## config.mk

```make
export PLATFORM = sky130hd
export DESIGN_NAME = dac_controller_flat
export DESIGN_NICKNAME = d
export VERILOG_FILES = /design/src/rtl/dac_controller_if.sv /design/src/rtl/dac_controller.sv /design/src/flat_wrapper.sv
export SDC_FILE = /design/constraint.sdc
export NUM_CORES = 1
export LEC_CHECK = 0
export BUFFER_PORTS_ARGS = -buffer_cell sky130_fd_sc_hd__buf_2
export CORE_ASPECT_RATIO = 0.7
export CORE_UTILIZATION = 55
export CTS_BUF_LIST = sky130_fd_sc_hd__clkbuf_2
export CTS_CLUSTER_SIZE = 30
export DETAILED_ROUTE_END_ITERATION = 10
export PLACE_DENSITY = 0.72
export SLEW_MARGIN = 5
export SYNTH_ARGS = -nofsm -noshare
export SYNTH_HDL_FRONTEND = slang
export SYNTH_SLANG_ARGS = --single-unit
```

## constraint.sdc

```tcl
create_clock -name clk_in -period 5.3 [get_ports clk_in]
set_input_delay 1.06 -clock clk_in [delete_from_list [all_inputs] [get_ports clk_in]]
set_output_delay 1.06 -clock clk_in [all_outputs]
set_load 0.1 [all_outputs]
```

## src/rtl/dac_controller_if.sv

```systemverilog
// dac_controller_if: pid-side write port plus DAC pin/status bundle.
// slave = controller side, master = pid core / DAC side.
interface dac_controller_if #(
  parameter int W_DATA = 16,
  parameter int W_CHAN = 3
);
  logic              dv_in;
  logic [W_CHAN-1:0] chan_in;
  logic [W_DATA-1:0] data_in;
  logic              nsync_out;
  logic              sclk_out;
  logic              din_out;
  logic              busy_out;
  logic              done_out;
  logic [W_CHAN-1:0] done_chan_out;

  modport master (
    output dv_in,
    output chan_in,
    output data_in,
    input  nsync_out,
    input  sclk_out,
    input  din_out,
    input  busy_out,
    input  done_out,
    input  done_chan_out
  );

  modport slave (
    input  dv_in,
    input  chan_in,
    input  data_in,
    output nsync_out,
    output sclk_out,
    output din_out,
    output busy_out,
    output done_out,
    output done_chan_out
  );
endinterface

```

## src/rtl/dac_controller.sv

```systemverilog
// dac_controller: buffers latest word per channel, sends pending channels
// round-robin as 32-bit DAC8568 write+update frames, MSB first.
// Ports: clk_in, reset_in (sync, active high), bus (slave):
//   dv_in/chan_in/data_in in; nsync/sclk/din/busy/done/done_chan out.
// Option: DAC_INTREF_EN sends an internal-reference enable frame
//   (32'h0800_0001) after every reset before normal operation.
module dac_controller #(
  parameter int W_DATA     = 16,
  parameter int N_CHAN     = 8,
  parameter int W_CHAN     = 3,
  parameter int GAP_CYCLES = 2
) (
  input  logic             clk_in,
  input  logic             reset_in,
  dac_controller_if.slave  bus
);

  localparam int W_FRAME = 32;
  localparam int W_BIT   = 5;
  localparam int W_GAP   = (GAP_CYCLES > 1) ? $clog2(GAP_CYCLES) : 1;

`ifdef DAC_INTREF_EN
  localparam logic [W_FRAME-1:0] INIT_FRAME = 32'h0800_0001;

  typedef enum logic [2:0] {
    ST_IDLE,
    ST_LOAD,
    ST_SHIFT,
    ST_GAP,
    ST_INIT
  } state_t;

  localparam state_t ST_RESET = ST_INIT;
`else
  typedef enum logic [1:0] {
    ST_IDLE,
    ST_LOAD,
    ST_SHIFT,
    ST_GAP
  } state_t;

  localparam state_t ST_RESET = ST_IDLE;
`endif

  state_t             state_q, state_d;
  logic [N_CHAN-1:0]  pending_q, pending_d;
  logic [W_DATA-1:0]  buf_q [N_CHAN];
  logic [W_DATA-1:0]  buf_d [N_CHAN];
  logic [W_FRAME-1:0] shift_q, shift_d;
  logic [W_BIT-1:0]   bit_q, bit_d;
  logic [W_GAP-1:0]   gap_q, gap_d;
  logic [W_CHAN-1:0]  rr_q, rr_d;
  logic               nsync_q, nsync_d;
  logic               busy_q, busy_d;
  logic               done_q, done_d;
  logic [W_CHAN-1:0]  done_chan_q, done_chan_d;
  logic [W_CHAN-1:0]  cur_chan_q, cur_chan_d;
  logic               data_frame_q, data_frame_d;

  logic               found;
  logic [W_CHAN-1:0]  pick;
  logic [W_CHAN:0]    idx;
  logic [W_FRAME-1:0] frame;
  logic               wr_ok;

  // first pending channel at or after rr, wrapping
  always_comb begin
    found = 1'b0;
    pick  = '0;
    idx   = '0;
    for (int i = 0; i < N_CHAN; i++) begin
      idx = {1'b0, rr_q} + (W_CHAN+1)'(i);
      if (idx >= (W_CHAN+1)'(N_CHAN))
        idx = idx - (W_CHAN+1)'(N_CHAN);
      if (!found && pending_q[idx[W_CHAN-1:0]]) begin
        found = 1'b1;
        pick  = idx[W_CHAN-1:0];
      end
    end
  end

  assign frame = {4'b0000, 4'b0011, 4'(pick),
                  buf_q[pick], 4'b0000};

  assign wr_ok = bus.dv_in &&
    ({1'b0, bus.chan_in} < (W_CHAN+1)'(N_CHAN));

  always_comb begin
    state_d      = state_q;
    pending_d    = pending_q;
    buf_d        = buf_q;
    shift_d      = shift_q;
    bit_d        = bit_q;
    gap_d        = gap_q;
    rr_d         = rr_q;
    nsync_d      = nsync_q;
    done_d       = 1'b0;
    done_chan_d  = done_chan_q;
    cur_chan_d   = cur_chan_q;
    data_frame_d = data_frame_q;

    unique case (state_q)
      ST_IDLE: begin
        if (|pending_q)
          state_d = ST_LOAD;
      end
      ST_LOAD: begin
        if (found) begin
          shift_d        = frame;
          bit_d          = W_BIT'(W_FRAME-1);
          nsync_d        = 1'b0;
          pending_d[pick] = 1'b0;
          rr_d = (pick == W_CHAN'(N_CHAN-1)) ?
                 '0 : pick + 1'b1;
          cur_chan_d     = pick;
          data_frame_d   = 1'b1;
          state_d        = ST_SHIFT;
        end else begin
          state_d = ST_IDLE;
        end
      end
      ST_SHIFT: begin
        // the register empties as it shifts, so din idles low
        shift_d = shift_q << 1;
        if (bit_q == '0) begin
          nsync_d = 1'b1;
          gap_d   = W_GAP'(GAP_CYCLES-1);
          state_d = ST_GAP;
        end else begin
          bit_d = bit_q - 1'b1;
          if (bit_q == W_BIT'(1) && data_frame_q) begin
            done_d      = 1'b1;
            done_chan_d = cur_chan_q;
          end
        end
      end
      ST_GAP: begin
        if (gap_q == '0)
          state_d = (|pending_q) ? ST_LOAD : ST_IDLE;
        else
          gap_d = gap_q - 1'b1;
      end
`ifdef DAC_INTREF_EN
      ST_INIT: begin
        shift_d      = INIT_FRAME;
        bit_d        = W_BIT'(W_FRAME-1);
        nsync_d      = 1'b0;
        data_frame_d = 1'b0;
        state_d      = ST_SHIFT;
      end
`endif
      default: state_d = ST_IDLE;
    endcase

    // a write landing on the LOAD edge re-sets the bit: set wins
    if (wr_ok) begin
      pending_d[bus.chan_in] = 1'b1;
      buf_d[bus.chan_in]     = bus.data_in;
    end

    busy_d = (state_d != ST_IDLE);
  end

  always_ff @(posedge clk_in) begin
    if (reset_in) begin
      state_q      <= ST_RESET;
      pending_q    <= '0;
      buf_q        <= '{default: '0};
      shift_q      <= '0;
      bit_q        <= '0;
      gap_q        <= '0;
      rr_q         <= '0;
      nsync_q      <= 1'b1;
      busy_q       <= 1'b0;
      done_q       <= 1'b0;
      done_chan_q  <= '0;
      cur_chan_q   <= '0;
      data_frame_q <= 1'b0;
    end else begin
      state_q      <= state_d;
      pending_q    <= pending_d;
      buf_q        <= buf_d;
      shift_q      <= shift_d;
      bit_q        <= bit_d;
      gap_q        <= gap_d;
      rr_q         <= rr_d;
      nsync_q      <= nsync_d;
      busy_q       <= busy_d;
      done_q       <= done_d;
      done_chan_q  <= done_chan_d;
      cur_chan_q   <= cur_chan_d;
      data_frame_q <= data_frame_d;
    end
  end

  // sclk falls mid-bit (clk_in low phase) while din is stable
  assign bus.sclk_out      = nsync_q | clk_in;
  assign bus.nsync_out     = nsync_q;
  assign bus.din_out       = shift_q[W_FRAME-1];
  assign bus.busy_out      = busy_q;
  assign bus.done_out      = done_q;
  assign bus.done_chan_out = done_chan_q;

endmodule

```

## src/flat_wrapper.sv

```systemverilog
// flat-port wrapper written by rule: the top's interface ports become plain ports
module dac_controller_flat 
#(
  parameter int W_DATA     = 16,
  parameter int N_CHAN     = 8,
  parameter int W_CHAN     = 3,
  parameter int GAP_CYCLES = 2
)
  (clk_in, reset_in, bus_dv_in, bus_chan_in, bus_data_in, bus_nsync_out, bus_sclk_out, bus_din_out, bus_busy_out, bus_done_out, bus_done_chan_out);
  dac_controller_if #(.W_DATA(W_DATA), .W_CHAN(W_CHAN)) bus_i ();
  input  logic clk_in;
  input  logic reset_in;
  input wire logic [$bits(bus_i.dv_in)-1:0] bus_dv_in;
  input wire logic [$bits(bus_i.chan_in)-1:0] bus_chan_in;
  input wire logic [$bits(bus_i.data_in)-1:0] bus_data_in;
  output wire logic [$bits(bus_i.nsync_out)-1:0] bus_nsync_out;
  output wire logic [$bits(bus_i.sclk_out)-1:0] bus_sclk_out;
  output wire logic [$bits(bus_i.din_out)-1:0] bus_din_out;
  output wire logic [$bits(bus_i.busy_out)-1:0] bus_busy_out;
  output wire logic [$bits(bus_i.done_out)-1:0] bus_done_out;
  output wire logic [$bits(bus_i.done_chan_out)-1:0] bus_done_chan_out;
  assign bus_i.dv_in = bus_dv_in;
  assign bus_i.chan_in = bus_chan_in;
  assign bus_i.data_in = bus_data_in;
  assign bus_nsync_out = bus_i.nsync_out;
  assign bus_sclk_out = bus_i.sclk_out;
  assign bus_din_out = bus_i.din_out;
  assign bus_busy_out = bus_i.busy_out;
  assign bus_done_out = bus_i.done_out;
  assign bus_done_chan_out = bus_i.done_chan_out;
  dac_controller #(.W_DATA(W_DATA), .N_CHAN(N_CHAN), .W_CHAN(W_CHAN), .GAP_CYCLES(GAP_CYCLES)) u_core (.clk_in(clk_in), .reset_in(reset_in), .bus(bus_i));
endmodule
```

==> metrics.md <==
| Metric | Value |
|---|---|
| Status | `completed` |
| First-pass GRT wire length | `about 38,000 um` |
| Synth cell count leaders | `nand2_1 (302), dfxtp_1 (185), a21oi_1 (161)` |
| WP buf/inv | `3` |
| Post-synth EDFFs | `0` |
| CP max stage delay | `0.70 ns` |
| Cts repair resizes | `0` |
| Max Slew Vio Count | `0` |
| Post-Synth Simple-Gate Area | `0.190` |
| Iter 0 DRT Violations | `778` |
| Maximum fanout along the worst path | `13` |
| Initial antenna violation count | `1` |
| Clock power share | `0.175` |
| Post-Synth XOR/XNOR Area | `0.00496` |
| Grt ovf | `0` |
| Die ar. | `between 15,000 and 20,000 um2` |
| Largest area contributor in the netlist | `dfxtp_1` |
| Reg2reg setup slack | `0.75 ns` |
| Mux share of post-synthesis cell area | `0.124` |
| Final Critical Period | `approximately 4.6 ns` |
| Pwr/cell area | `494 nW/um2` |
| Unrepaired setup endpoints after global routing | `no` |
| Unique masters post-synth | `60` |
| Clk slew on worst S/H paths | `~0.27 ns` |
| Area growth syn-to-layout | `5.09%` |
| Top post-synthesis cells by area | `dfxtp_1 (42%), nand2_1 (13%), a21oi_1 (9.1%)` |
| Ys Warns | `0` |
| Critical R2R Capture | `u_core.shift_q[19]` |
| Maxcap violations | `0` |
| Pre-antenna DRT Iters | `5` |
| Cts hold-fix bufs | `0` |
| Ys flop type | `dfxtp_1` |
| GP Congestion | `0.923` |
| Synthesized area | `8830 um2` |
| Critical path's most frequent cell | `buf_4` |
| WP data arrival | `5.36 ns` |
| Global-route usage over all layers | `0.299` |
| Layout cell share with drive strength beyond 1 | `0.153` |
| Crit share post-route | `0.859` |
| CTS tree | `done` |
| CP Cell Sequence | `inv_1, ha_1, buf_4, mux4_2, a211oi_1, a22oi_2, o311a_1, and2_1, o221ai_2, buf_4, o22ai_1, o31ai_1` |
| Comb power frac | `0.461` |
| Switching portion of total power | `0.440` |
| Critical path launch point type | `register` |
| Peak Freq | `approximately 0.22 GHz` |
| Slowest-stage cell, CP | `dfxtp_1` |
| FF-to-FF Start | `u_core.rr_q[1]` |
| Clk Latency, worst-skew pair | `around 0.89 ns` |
| FF-to-FF path depth | `12` |
| HPWL Detailed | `15,200 um` |
| Initial cell density of the core | `0.566` |
| Vias in the first global route | `6,901` |
| Core area | `~16,000 um2` |
| Synth Area in Adders | `0.0128` |
| Final wirelength | `around 24,000 um` |
| # IOs | `30` |
| Post-route cell area | `between 9000 and 10,000 um2` |
| Delay-heaviest family, CP | `compound AO/OA/AOI/OAI gates` |
| Leakage | `about 0.0033 uW` |
| Internal power | `roughly 2600 uW` |
| Vias/cell | `just over 6` |
| Synth Area per Inst | `between 8 and 9 um2` |
| Final hold violations | `0` |
| Final core occ | `0.595` |
| Fillcell total | `1,457` |
| Setup Skew | `about 0.037 ns` |
| Placed cell area | `~9000 um2` |
| Synth Area in Compound Gates | `0.200` |
| Routed length per instance | `about 19 um` |
| CP endpoint kind | `register` |
| Number of port buffers | `29` |
| Crit path from | `u_core.rr_q[1]` |
| Syn Nets | `1,110` |
| Switching pwr | `between 2000 and 2500 uW` |
| Flops & latches, synth | `about 190` |
| Final setup viols | `0` |
| Asr flop ratio synth | `0` |
| DRC Markers | `0` |
| # Post-CTS Setup Buffers | `0` |
| Worst Path Required | `around 6 ns` |
| Largest family of logic cells by synthesized area | `compound AO/OA/AOI/OAI gates` |
| WHS Endpoint | `u_core.buf_q[68]` |
| Largest net degree at the start of global routing | `99` |
| Type of the worst setup path | `register to register` |
| Antenna-violating nets left | `0` |
| Max-slew headroom | `0.181` |
| Register area share after synthesis | `0.419` |
| Std cell rows | `38` |
| Min-Delay Path Class | `primary input to register` |
| Tightest Pin Transition | `1.21 ns` |
| Final Net Count | `around 1,100` |
| Seq pwr share | `0.364` |
| Via Count | `7,728` |
| Die W | `roughly 150 um` |
| Hold wc startpoint | `bus_data_in[4]` |
| Hold_ws | `roughly 0.44 ns` |
| Most frequent cell after synthesis | `nand2_1` |
| Final setup TNS | `0 ns` |
| Yosys top cell area share | `0.419` |
| Hold path cells | `3` |
| Die Height | `around 110 um` |
| Max rail drop VDD | `roughly 0.00032 V` |
| Gate Count Post-Synth | `roughly 1,100` |
-- metal layers --
| metal | up-vias | routed length, um | track usage |
|---|---|---|---|
| met1 | 3679 | 11400 | 0.447 |
| met2 | 315 | 9730 | 0.424 |
| met3 | 27 | 2210 | 0.0697 |
| met4 | 0 | 335 | 0.0871 |
| met5 | - | 0 | 0 |
| li1 | 3707 | - | - |
-- worst max path at each step --
stage,endpoint,slack [ns],cells past startpoint
floorplan,bus_sclk_out,1.10,1
global placement,u_core.shift_q[19],0.97,12
detailed placement,u_core.shift_q[19],0.86,12
CTS,u_core.shift_q[19],0.81,12
global route,u_core.shift_q[18],0.54,12
finish,u_core.shift_q[19],0.75,12
-- stage by stage --
stage	setup slack, ns	power (uW)	cells
CTS	0.813	4570	1275
floorplan	1.10	3300	1079
detailed placement	0.859	3800	1240
global route	0.543	4850	1276
finish	0.748	4580	1276
global placement	0.972	3790	1240
-- cells in the final DEF (no fill, tap or decap), types with 3 or more instances in the layout --
cell type and count:
nor2b_1 16, a2111oi_0 4, a21oi_1 161, buf_4 22, nand2_1 302, o21ai_0 20, o22ai_1 18, or3_1 4
buf_2 28, and2_1 7, dfxtp_1 185, mux2_2 56, ha_1 9, nor2_1 38, mux4_2 10, mux2_1 4
xor2_1 3, o211ai_1 4, o221ai_1 17, nand3_1 14, a211oi_1 20, inv_6 5, clkbuf_2 20, nand2b_1 8
o31ai_1 18, mux2i_1 19, nor3_1 4, inv_1 11, clkinvlp_4 3
-- worst reg2reg max path: cells and delay by family, from the launching register on --
| family | cells | cell delay (ns) |
|---|---|---|
| adder cells (fa/ha/maj) | 1 | 0.38 |
| AND/OR/NAND/NOR | 1 | 0.25 |
| multiplexers | 1 | 0.37 |
| AO/OA/AOI/OAI | 6 | 2.09 |
| buffers and inverters | 3 | 0.71 |
| flip-flops | 1 | 0.70 |
-- cell type report --
| type | count | area, um2 | share of cell area |
|---|---|---|---|
| Multi-Input combinational cell | 793 | 4710 | 0.508 |
| Sequential cell | 185 | 3700 | 0.399 |
| Timing Repair Buffer | 49 | 300 | 0.0324 |
| Tap cell | 200 | 250 | 0.0270 |
| Clock inverter | 15 | 163 | 0.0175 |
| Clock buffer | 21 | 105 | 0.0113 |
| Inverter | 12 | 45.0 | 0.00485 |
| Antenna cell | 1 | 2.50 | 0.000270 |
-- sequential cells by signal, summed over array words and instances, names as in the netlist --
| signal | flops |
|---|---|
| u_core.state_q | 2 |
| u_core.bus.busy_out | 1 |
| u_core.gap_q | 1 |
| u_core.buf_q | 128 |
| u_core.bit_q | 5 |
| u_core.bus.nsync_out | 1 |
| u_core.pending_q | 8 |
| u_core.data_frame_q | 1 |
| u_core.rr_q | 3 |
| u_core.bus.done_out | 1 |
| u_core.bus.done_chan_out | 3 |
| u_core.shift_q | 28 |
| u_core.cur_chan_q | 3 |
-- power by group through the flow --
stage,Clock [uW],Combinational (uW),Sequential [uW]
6_report,801,2110,1670
5_1_grt,879,2280,1690
4_1_cts,818,2080,1660
3_5_place_dp,28.9,2080,1690
3_3_place_gp,28.9,2070,1690
2_1_floorplan,26.5,1590,1680
-- logic make-up (layout without fill, tap and decap cells) --
group,count (synthesis),after routing
flip-flops,185,185
adder cells (fa/ha/maj),9,9
XOR/XNOR,5,5
buffers and inverters,101,97
multiplexers,89,89
other,0,1
AO/OA/AOI/OAI,284,284
AND/OR/NAND/NOR,406,406
Note: power is estimated with default switching activity, not from simulation.
